`src/rtl/core_general.vh`:
```
// Shared core-wide widths and decoded-opcode field layout.
// Included inside package and module scopes; holds only localparams, so it carries no guard
// and may be included in more than one scope of the same compilation unit.
//
//   XLEN          data and address width
//   OPLEN         decoded-opcode width
//   JUMP_EN_BIT   decoded-opcode bit that enables a taken jump
//   USE_RD_BIT_M  high bit of the rd-data select field
//   USE_RD_BIT_L  low bit of the rd-data select field
//   USE_RD_*      rd-data select encodings

localparam int unsigned XLEN         = 32;
localparam int unsigned OPLEN        = 9;

localparam int unsigned JUMP_EN_BIT  = 8;
localparam int unsigned USE_RD_BIT_M = 7;
localparam int unsigned USE_RD_BIT_L = 6;

localparam logic [1:0]  USE_RD_ALU    = 2'b00;
localparam logic [1:0]  USE_RD_PC     = 2'b01;
localparam logic [1:0]  USE_RD_MEMORY = 2'b10;
localparam logic [1:0]  USE_RD_COMP   = 2'b11;

```
`src/rtl/writeback_pkg.sv`:
```
// Shared types and decoded-opcode field helpers for the writeback stage.
// All widths and encodings come from core_general.vh; nothing is defined locally.
package writeback_pkg;

    `include "core_general.vh"

    localparam int unsigned USE_RD_W = USE_RD_BIT_M - USE_RD_BIT_L + 1;

    typedef logic [XLEN-1:0]     xlen_t;
    typedef logic [OPLEN-1:0]    op_t;
    typedef logic [USE_RD_W-1:0] use_rd_t;
    typedef logic [4:0]          reg_idx_t;

    // Extract the rd-data select field from a decoded opcode.
    function automatic use_rd_t use_rd_field(op_t op);
        return op[USE_RD_BIT_M:USE_RD_BIT_L];
    endfunction

    // Jump-enable flag of a decoded opcode.
    function automatic logic jump_enabled(op_t op);
        return op[JUMP_EN_BIT];
    endfunction

endpackage

```
`src/rtl/writeback_if.sv`:
```
// Memory-to-writeback bundle plus the writeback results toward register file and fetch.
//   master : memory-stage side, drives the *_mw inputs and phase_writeback
//   slave  : writeback stage, drives rddata_wr, rdsel_wr, regdata_for_pc,
//            jump_state_wf and stall_writeback
interface writeback_if;
    import writeback_pkg::*;

    logic     phase_writeback;
    logic     jump_state_mw;
    op_t      decoded_op_mw;
    reg_idx_t rdsel_mw;
    xlen_t    next_pc_mw;
    xlen_t    alu_out_mw;
    xlen_t    mem_out_mw;

    xlen_t    rddata_wr;
    reg_idx_t rdsel_wr;
    xlen_t    regdata_for_pc;
    logic     jump_state_wf;
    logic     stall_writeback;

    modport master (
        output phase_writeback,
        output jump_state_mw,
        output decoded_op_mw,
        output rdsel_mw,
        output next_pc_mw,
        output alu_out_mw,
        output mem_out_mw,
        input  rddata_wr,
        input  rdsel_wr,
        input  regdata_for_pc,
        input  jump_state_wf,
        input  stall_writeback
    );

    modport slave (
        input  phase_writeback,
        input  jump_state_mw,
        input  decoded_op_mw,
        input  rdsel_mw,
        input  next_pc_mw,
        input  alu_out_mw,
        input  mem_out_mw,
        output rddata_wr,
        output rdsel_wr,
        output regdata_for_pc,
        output jump_state_wf,
        output stall_writeback
    );

endinterface

```
`src/rtl/writeback_rd_data.sv`:
```
// 4:1 register-file write-data mux.
//   sel        rd-data select field of the decoded opcode
//   jump_state comparator result, zero-extended for the COMP source
//   alu_out    ALU result
//   next_pc    PC+4 of the retiring instruction
//   mem_out    data-memory load result
//   rd_data    selected write data; all-X when sel is not a known encoding
module writeback_rd_data
    import writeback_pkg::*;
(
    input  use_rd_t sel,
    input  logic    jump_state,
    input  xlen_t   alu_out,
    input  xlen_t   next_pc,
    input  xlen_t   mem_out,
    output xlen_t   rd_data
);

    // Plain case (not unique): an X/Z select must reach the default and propagate X
    // rather than being resolved to one of the legal sources.
    always_comb begin
        rd_data = 'x;
        case (sel)
            USE_RD_ALU:    rd_data = alu_out;
            USE_RD_PC:     rd_data = next_pc;
            USE_RD_MEMORY: rd_data = mem_out;
            USE_RD_COMP:   rd_data = {{(XLEN-1){1'b0}}, jump_state};
            default:       rd_data = 'x;
        endcase
    end

endmodule

```
`src/rtl/writeback.sv`:
```
// Writeback stage of the five-phase core: picks the register-file write data, gates the
// destination index to the writeback phase and forwards jump state/target to fetch.
//   clk, rst : present for interface uniformity with the other stages; the datapath is
//              purely combinational and neither affects any output
//   wb       : writeback_if.slave, memory-stage inputs and writeback outputs
module writeback
    import writeback_pkg::*;
(
    input logic        clk,
    input logic        rst,
    writeback_if.slave wb
);

    use_rd_t use_rd_sel;
    xlen_t   rd_data;

    assign use_rd_sel = use_rd_field(wb.decoded_op_mw);

    writeback_rd_data u_rd_data (
        .sel        (use_rd_sel),
        .jump_state (wb.jump_state_mw),
        .alu_out    (wb.alu_out_mw),
        .next_pc    (wb.next_pc_mw),
        .mem_out    (wb.mem_out_mw),
        .rd_data    (rd_data)
    );

    assign wb.rddata_wr       = rd_data;
    // Outside the writeback phase steer the write to x0, which the register file ignores.
    assign wb.rdsel_wr        = wb.phase_writeback ? wb.rdsel_mw : 5'd0;
    assign wb.regdata_for_pc  = wb.alu_out_mw;
    assign wb.jump_state_wf   = wb.jump_state_mw & jump_enabled(wb.decoded_op_mw)
                                & wb.phase_writeback;
    // Writeback always completes within its phase.
    assign wb.stall_writeback = 1'b0;

    // clk/rst and the remaining opcode bits are intentionally unused in this revision.
    logic unused_inputs;
    assign unused_inputs = ^{clk, rst, wb.decoded_op_mw[USE_RD_BIT_L-1:0]};

endmodule

```
`src/flat_wrapper.sv`:
```
// flat-port wrapper written by rule: the top's interface ports become plain ports
module writeback_flat import writeback_pkg::*;
  (clk, rst, wb_phase_writeback, wb_jump_state_mw, wb_decoded_op_mw, wb_rdsel_mw, wb_next_pc_mw, wb_alu_out_mw, wb_mem_out_mw, wb_rddata_wr, wb_rdsel_wr, wb_regdata_for_pc, wb_jump_state_wf, wb_stall_writeback);
  writeback_if wb_i ();
  input logic clk;
  input logic rst;
  input wire logic [$bits(wb_i.phase_writeback)-1:0] wb_phase_writeback;
  input wire logic [$bits(wb_i.jump_state_mw)-1:0] wb_jump_state_mw;
  input wire logic [$bits(wb_i.decoded_op_mw)-1:0] wb_decoded_op_mw;
  input wire logic [$bits(wb_i.rdsel_mw)-1:0] wb_rdsel_mw;
  input wire logic [$bits(wb_i.next_pc_mw)-1:0] wb_next_pc_mw;
  input wire logic [$bits(wb_i.alu_out_mw)-1:0] wb_alu_out_mw;
  input wire logic [$bits(wb_i.mem_out_mw)-1:0] wb_mem_out_mw;
  output wire logic [$bits(wb_i.rddata_wr)-1:0] wb_rddata_wr;
  output wire logic [$bits(wb_i.rdsel_wr)-1:0] wb_rdsel_wr;
  output wire logic [$bits(wb_i.regdata_for_pc)-1:0] wb_regdata_for_pc;
  output wire logic [$bits(wb_i.jump_state_wf)-1:0] wb_jump_state_wf;
  output wire logic [$bits(wb_i.stall_writeback)-1:0] wb_stall_writeback;
  assign wb_i.phase_writeback = wb_phase_writeback;
  assign wb_i.jump_state_mw = wb_jump_state_mw;
  assign wb_i.decoded_op_mw = wb_decoded_op_mw;
  assign wb_i.rdsel_mw = wb_rdsel_mw;
  assign wb_i.next_pc_mw = wb_next_pc_mw;
  assign wb_i.alu_out_mw = wb_alu_out_mw;
  assign wb_i.mem_out_mw = wb_mem_out_mw;
  assign wb_rddata_wr = wb_i.rddata_wr;
  assign wb_rdsel_wr = wb_i.rdsel_wr;
  assign wb_regdata_for_pc = wb_i.regdata_for_pc;
  assign wb_jump_state_wf = wb_i.jump_state_wf;
  assign wb_stall_writeback = wb_i.stall_writeback;
  writeback u_core (.clk(clk), .rst(rst), .wb(wb_i));
endmodule
```
`config.mk`:
```
export PLATFORM = sky130hd
export DESIGN_NAME = writeback_flat
export DESIGN_NICKNAME = d
export VERILOG_FILES = /design/src/rtl/writeback_pkg.sv /design/src/rtl/writeback_if.sv /design/src/rtl/writeback_rd_data.sv /design/src/rtl/writeback.sv /design/src/flat_wrapper.sv
export VERILOG_INCLUDE_DIRS = /design/src /design/src/rtl
export SDC_FILE = /design/constraint.sdc
export NUM_CORES = 1
export LEC_CHECK = 0
export ABC_AREA = 1
export CAP_MARGIN = 20
export CELL_PAD_IN_SITES_DETAIL_PLACEMENT = 0
export CELL_PAD_IN_SITES_GLOBAL_PLACEMENT = 1
export CORE_AREA = 10 10 108 110
export DETAILED_ROUTE_END_ITERATION = 12
export DIE_AREA = 0 0 118 120
export GPL_TIMING_DRIVEN = 1
export PLACE_DENSITY_LB_ADDON = 0.05
export SLEW_MARGIN = 0
export SYNTH_ARGS = -nofsm -noshare
export SYNTH_HDL_FRONTEND = slang
export SYNTH_HIERARCHICAL = 1
export SYNTH_SLANG_ARGS = --single-unit
```
`constraint.sdc`:
```
create_clock -name vclk -period 1
set_input_delay 0.2 -clock vclk [all_inputs]
set_output_delay 0.2 -clock vclk [all_outputs]
set_load 0.1 [all_outputs]
```
# == After elaboration in Yosys (flattened, before gate mapping) ==
# Cells that the tools add are included.
# totals
out_inout_bits,71
reg_bits,0
in_bits,114
# op_classes
eq_ne,3
mux,2
n_reduce_logical,1
bitwise_logic,2
# op_table
operator,n
$pmux W32 S4,1
$mux W5,1
$eq A2 B2 Y1 const B,2
$and A1 B1 Y1,2
$eq A2 B1 Y1 const B,1
$logic_not A2 Y1,1

# == Depth between registers and ports, before layout ==
# Gate-level depths: netlist (run 1).
# depth
word_depth,2
depth_mapped,5
depth_no_buf,5

# == Modules after synthesis ==
# The synthesis (run 1) kept the hierarchy.
# by_module_without_submodules
mod,seq_area_each_um2,area_per_inst_um2,instances,cells_each
writeback_rd_data,0.0,623.1,1,149
writeback,0.0,300.3,1,47

# == Worst setup path before layout (run 1) ==
# OpenSTA, ideal clock, no wires.
# synth_timing
path_kind,input-to-output
startpoint,input wb_decoded_op_mw[6]
endpoint,output wb_rddata_wr[0]
stages,5
arrival_time_ns,1.618
slack_ns,-0.818
required_ns,0.800
n_path_buf,0
path_cell_list,inv_2 > nand2_1 > nand2_1 > nor2_1 > nor2_1
# synth_between
elab_chain_len,2
# synth_lines
element,line,text
"start, declared",flat_wrapper.sv:9,input wire logic [$bits(wb_i.decoded_op_mw)-1:0] wb_decoded_op_mw;
$eq A2 B2 Y1 (tied with other cells),writeback_rd_data.sv:23,case (sel)
$pmux W32 S4 *,writeback_rd_data.sv:23,
"end, declared",flat_wrapper.sv:14,output wire logic [$bits(wb_i.rddata_wr)-1:0] wb_rddata_wr;
# Every way passes the cells marked *; elsewhere a longest branch is shown, timed or not.

# == Final worst setup path (run 1) ==
# layout_timing
startpoint,input wb_decoded_op_mw[6]
endpoint,output wb_rddata_wr[8]
# Same word-level chain as after synthesis.

==> results.sh, run 1 <==
export IMPL_status="finished with violations"
export IMPL_violations="negative setup slack"
export IMPL_finalSetupViolCount=32
export IMPL_grt_pass1_wl_um=12300
export IMPL_worst_ep_arrival_time_ns=1.19
export IMPL_grt_overflow=0
export IMPL_clock_fmax_ghz=0.722
export IMPL_total_power_mw=3.62
export IMPL_final_antenna_net_count=0
export IMPL_drv_slew=0
export IMPL_grt_start_max_net_pins=18
export IMPL_synth_area_leaders="nand2_1, buf_4, nand3_1"
export IMPL_hold_class="in2out"
export IMPL_setup_worst_path_start_class="primary input"
export IMPL_multiInputGateArea_um2=1370
export IMPL_synth_fa_ha_area_frac=0
export IMPL_final_layout_size_suffix_gt1_frac=0.627
export IMPL_grtUsageTotal=0.106
export IMPL_seq_cell_count=0
export IMPL_syn_area_um2=923
export IMPL_io_pin_count=185
export IMPL_max_stage_delay_ns=0.17
export IMPL_place_ws_ns=-0.769
export IMPL_hold_viol_final=0
export IMPL_diodes=0
export IMPL_yosys_area_top_type_share=0.423
export IMPL_fillers=913
export IMPL_via_count=1868
export IMPL_start_util=0.0967
export IMPL_die_x_um=118
export IMPL_syn_area_per_cell_um2=4.71
export IMPL_postLayoutCoreUtil=0.480
export IMPL_synthSimpleGateAreaFrac=0.629
export IMPL_gp_congestion=0.719
export IMPL_ys_seq_area_frac=0
export IMPL_min_period_ns=1.39
export IMPL_synth_top_cell_by_area="nand2_1"
export IMPL_areaGrowthSynthToFinish_pct=396
export IMPL_syn_num_nets=310
export IMPL_crit_type="in2out"
export IMPL_grt_pass1_vias=2086
export IMPL_cp_required_ns=0.80
export IMPL_maxCapViolCount=0
export IMPL_synth_top_family_by_area="simple AND/OR/NAND/NOR gates"
export IMPL_die_h_um=120
export IMPL_nClkBuffers=0
export IMPL_antenna_found_initial=0
export IMPL_seq_area_um2=0
export IMPL_peakVddDrop_mv=0.351
export IMPL_port_buffer_count=176
export IMPL_dieArea_um2=14200
export IMPL_p_leak_nw=2.22
export IMPL_setup_ws_ns=-0.386
export IMPL_post_dp_hpwl_um=6760
export IMPL_nNetsFinal=494
export IMPL_drc=0
export IMPL_yosys_mux_area_fraction=0
export IMPL_grt_setup_unrepaired="yes"
export IMPL_firstDrtPassIters=4
export IMPL_synth_compound_area_frac=0
export IMPL_endpoint_kind="output pin"
export IMPL_synthXorXnorAreaFrac=0
export IMPL_drtIter0Drc=43
export IMPL_finalCritPeriodShare=1.39
export IMPL_coreArea_um2=9550
export IMPL_ys_warn_count=6
export IMPL_power_density_nw_per_um2=790
export IMPL_syn_instance_count=196
export IMPL_critPathTopFamily="buffers and inverters"
export IMPL_wirelength_um=8040
export IMPL_wl_per_cell_um=15.7
export IMPL_crit_path_top_delay_cell="buf_12"
export IMPL_tns_ns=-11.31
export IMPL_yosysUniqueCellTypes=9
export IMPL_worstPathCellList="buf_6, buf_6, nor2_4, buf_12, clkbuf_16, nand2_1, nand3_4, buf_12"
export IMPL_cp_num_buf_inv=5
export IMPL_vias_per_cell=3.66
export IMPL_cp_max_fo=7
export IMPL_num_rows=36
## placed cells by master (no fill, tap or decap)
cell	n
clkinvlp_4	5
inv_2	1
buf_4	22
buf_6	17
nor2_2	1
clkbuf_16	1
nor2_4	5
dlygate4sd2_1	34
buf_16	2
dlymetal6s2s_1	1
buf_8	1
clkbuf_2	1
conb_1	1
inv_4	1
nand3_4	31
clkdlybuf4s15_1	4
nand3_2	1
clkdlybuf4s50_1	63
nand2_2	33
buf_12	77
nand2_1	34
inv_1	4
buf_2	1
nand2_4	37
## metrics by stage
step           cells  hold slack, ns  cell area [µm²]
2_1_floorplan    196           0.599             1420
3_3_place_gp     501            1.06             4070
3_5_place_dp     501            1.06             4070
4_1_cts          511           0.844             4480
5_1_grt          511           0.808             4580
6_report         511           0.789             4580
## what timing repair did
action / CTS / global route
buffers inserted: 7 / 2
hold buffers: 0 / 0
cloned: 3 / 1
pin swaps: 28 / 21
endpoints found under the setup margin: 70 / 36
resized for setup: 144 / 35
endpoints found under the hold margin: 0 / 0
## path summary, 6_finish.rpt
path                  cells past startpoint                to  slack, ns                 from
worst max-delay path                      8   wb_rddata_wr[8]      -0.39  wb_decoded_op_mw[6]
worst min-delay path                      4  wb_jump_state_wf       0.79     wb_jump_state_mw
## cells by family (layout without fill, tap and decap cells)
kind of cell	after synthesis	count (layout)
other	1	1
AND/OR/NAND/NOR	142	142
buffers and inverters	53	235
## cells in the mapped netlist
cell and instances:
nor2_2 3, inv_1 9, buf_4 35, buf_2 7, nand2_1 104, nor2_1 3
nand3_1 32, inv_2 2, conb_1 1
## area by class of cell
| cell class | instances | area share |
|---|---|---|
| Tap cell | 133 | 0.0363 |
| Inverter | 11 | 0.0137 |
| Multi-Input combinational cell | 143 | 0.299 |
| Timing Repair Buffer | 224 | 0.651 |
## power breakdown
| group | switching, mW | internal [mW] |
|---|---|---|
| Sequential | 0 | 0 |
| Clock | 0 | 0 |
| Combinational | 2.16 | 1.46 |
| Total | 2.16 | 1.46 |
## tightest hold or removal path, delay by kind of cell
kind / cells / cell delay, ns
buffers and inverters: 3 / 0.34
AND/OR/NAND/NOR: 1 / 0.05
## per-layer routing
layer,up-vias,wire [µm],track usage
met5,-,0,0
met4,0,27,0.00386
met3,2,597,0.0309
met2,87,4420,0.210
met1,841,2990,0.114
li1,938,-,-
(Power assumes the default switching activity.)
==> run 2, diff against run 1 <==
- SLEW_MARGIN: 0 -> default
==> results of run 2 <==
Final layout, timing and power as in run 1 (identical DEF).
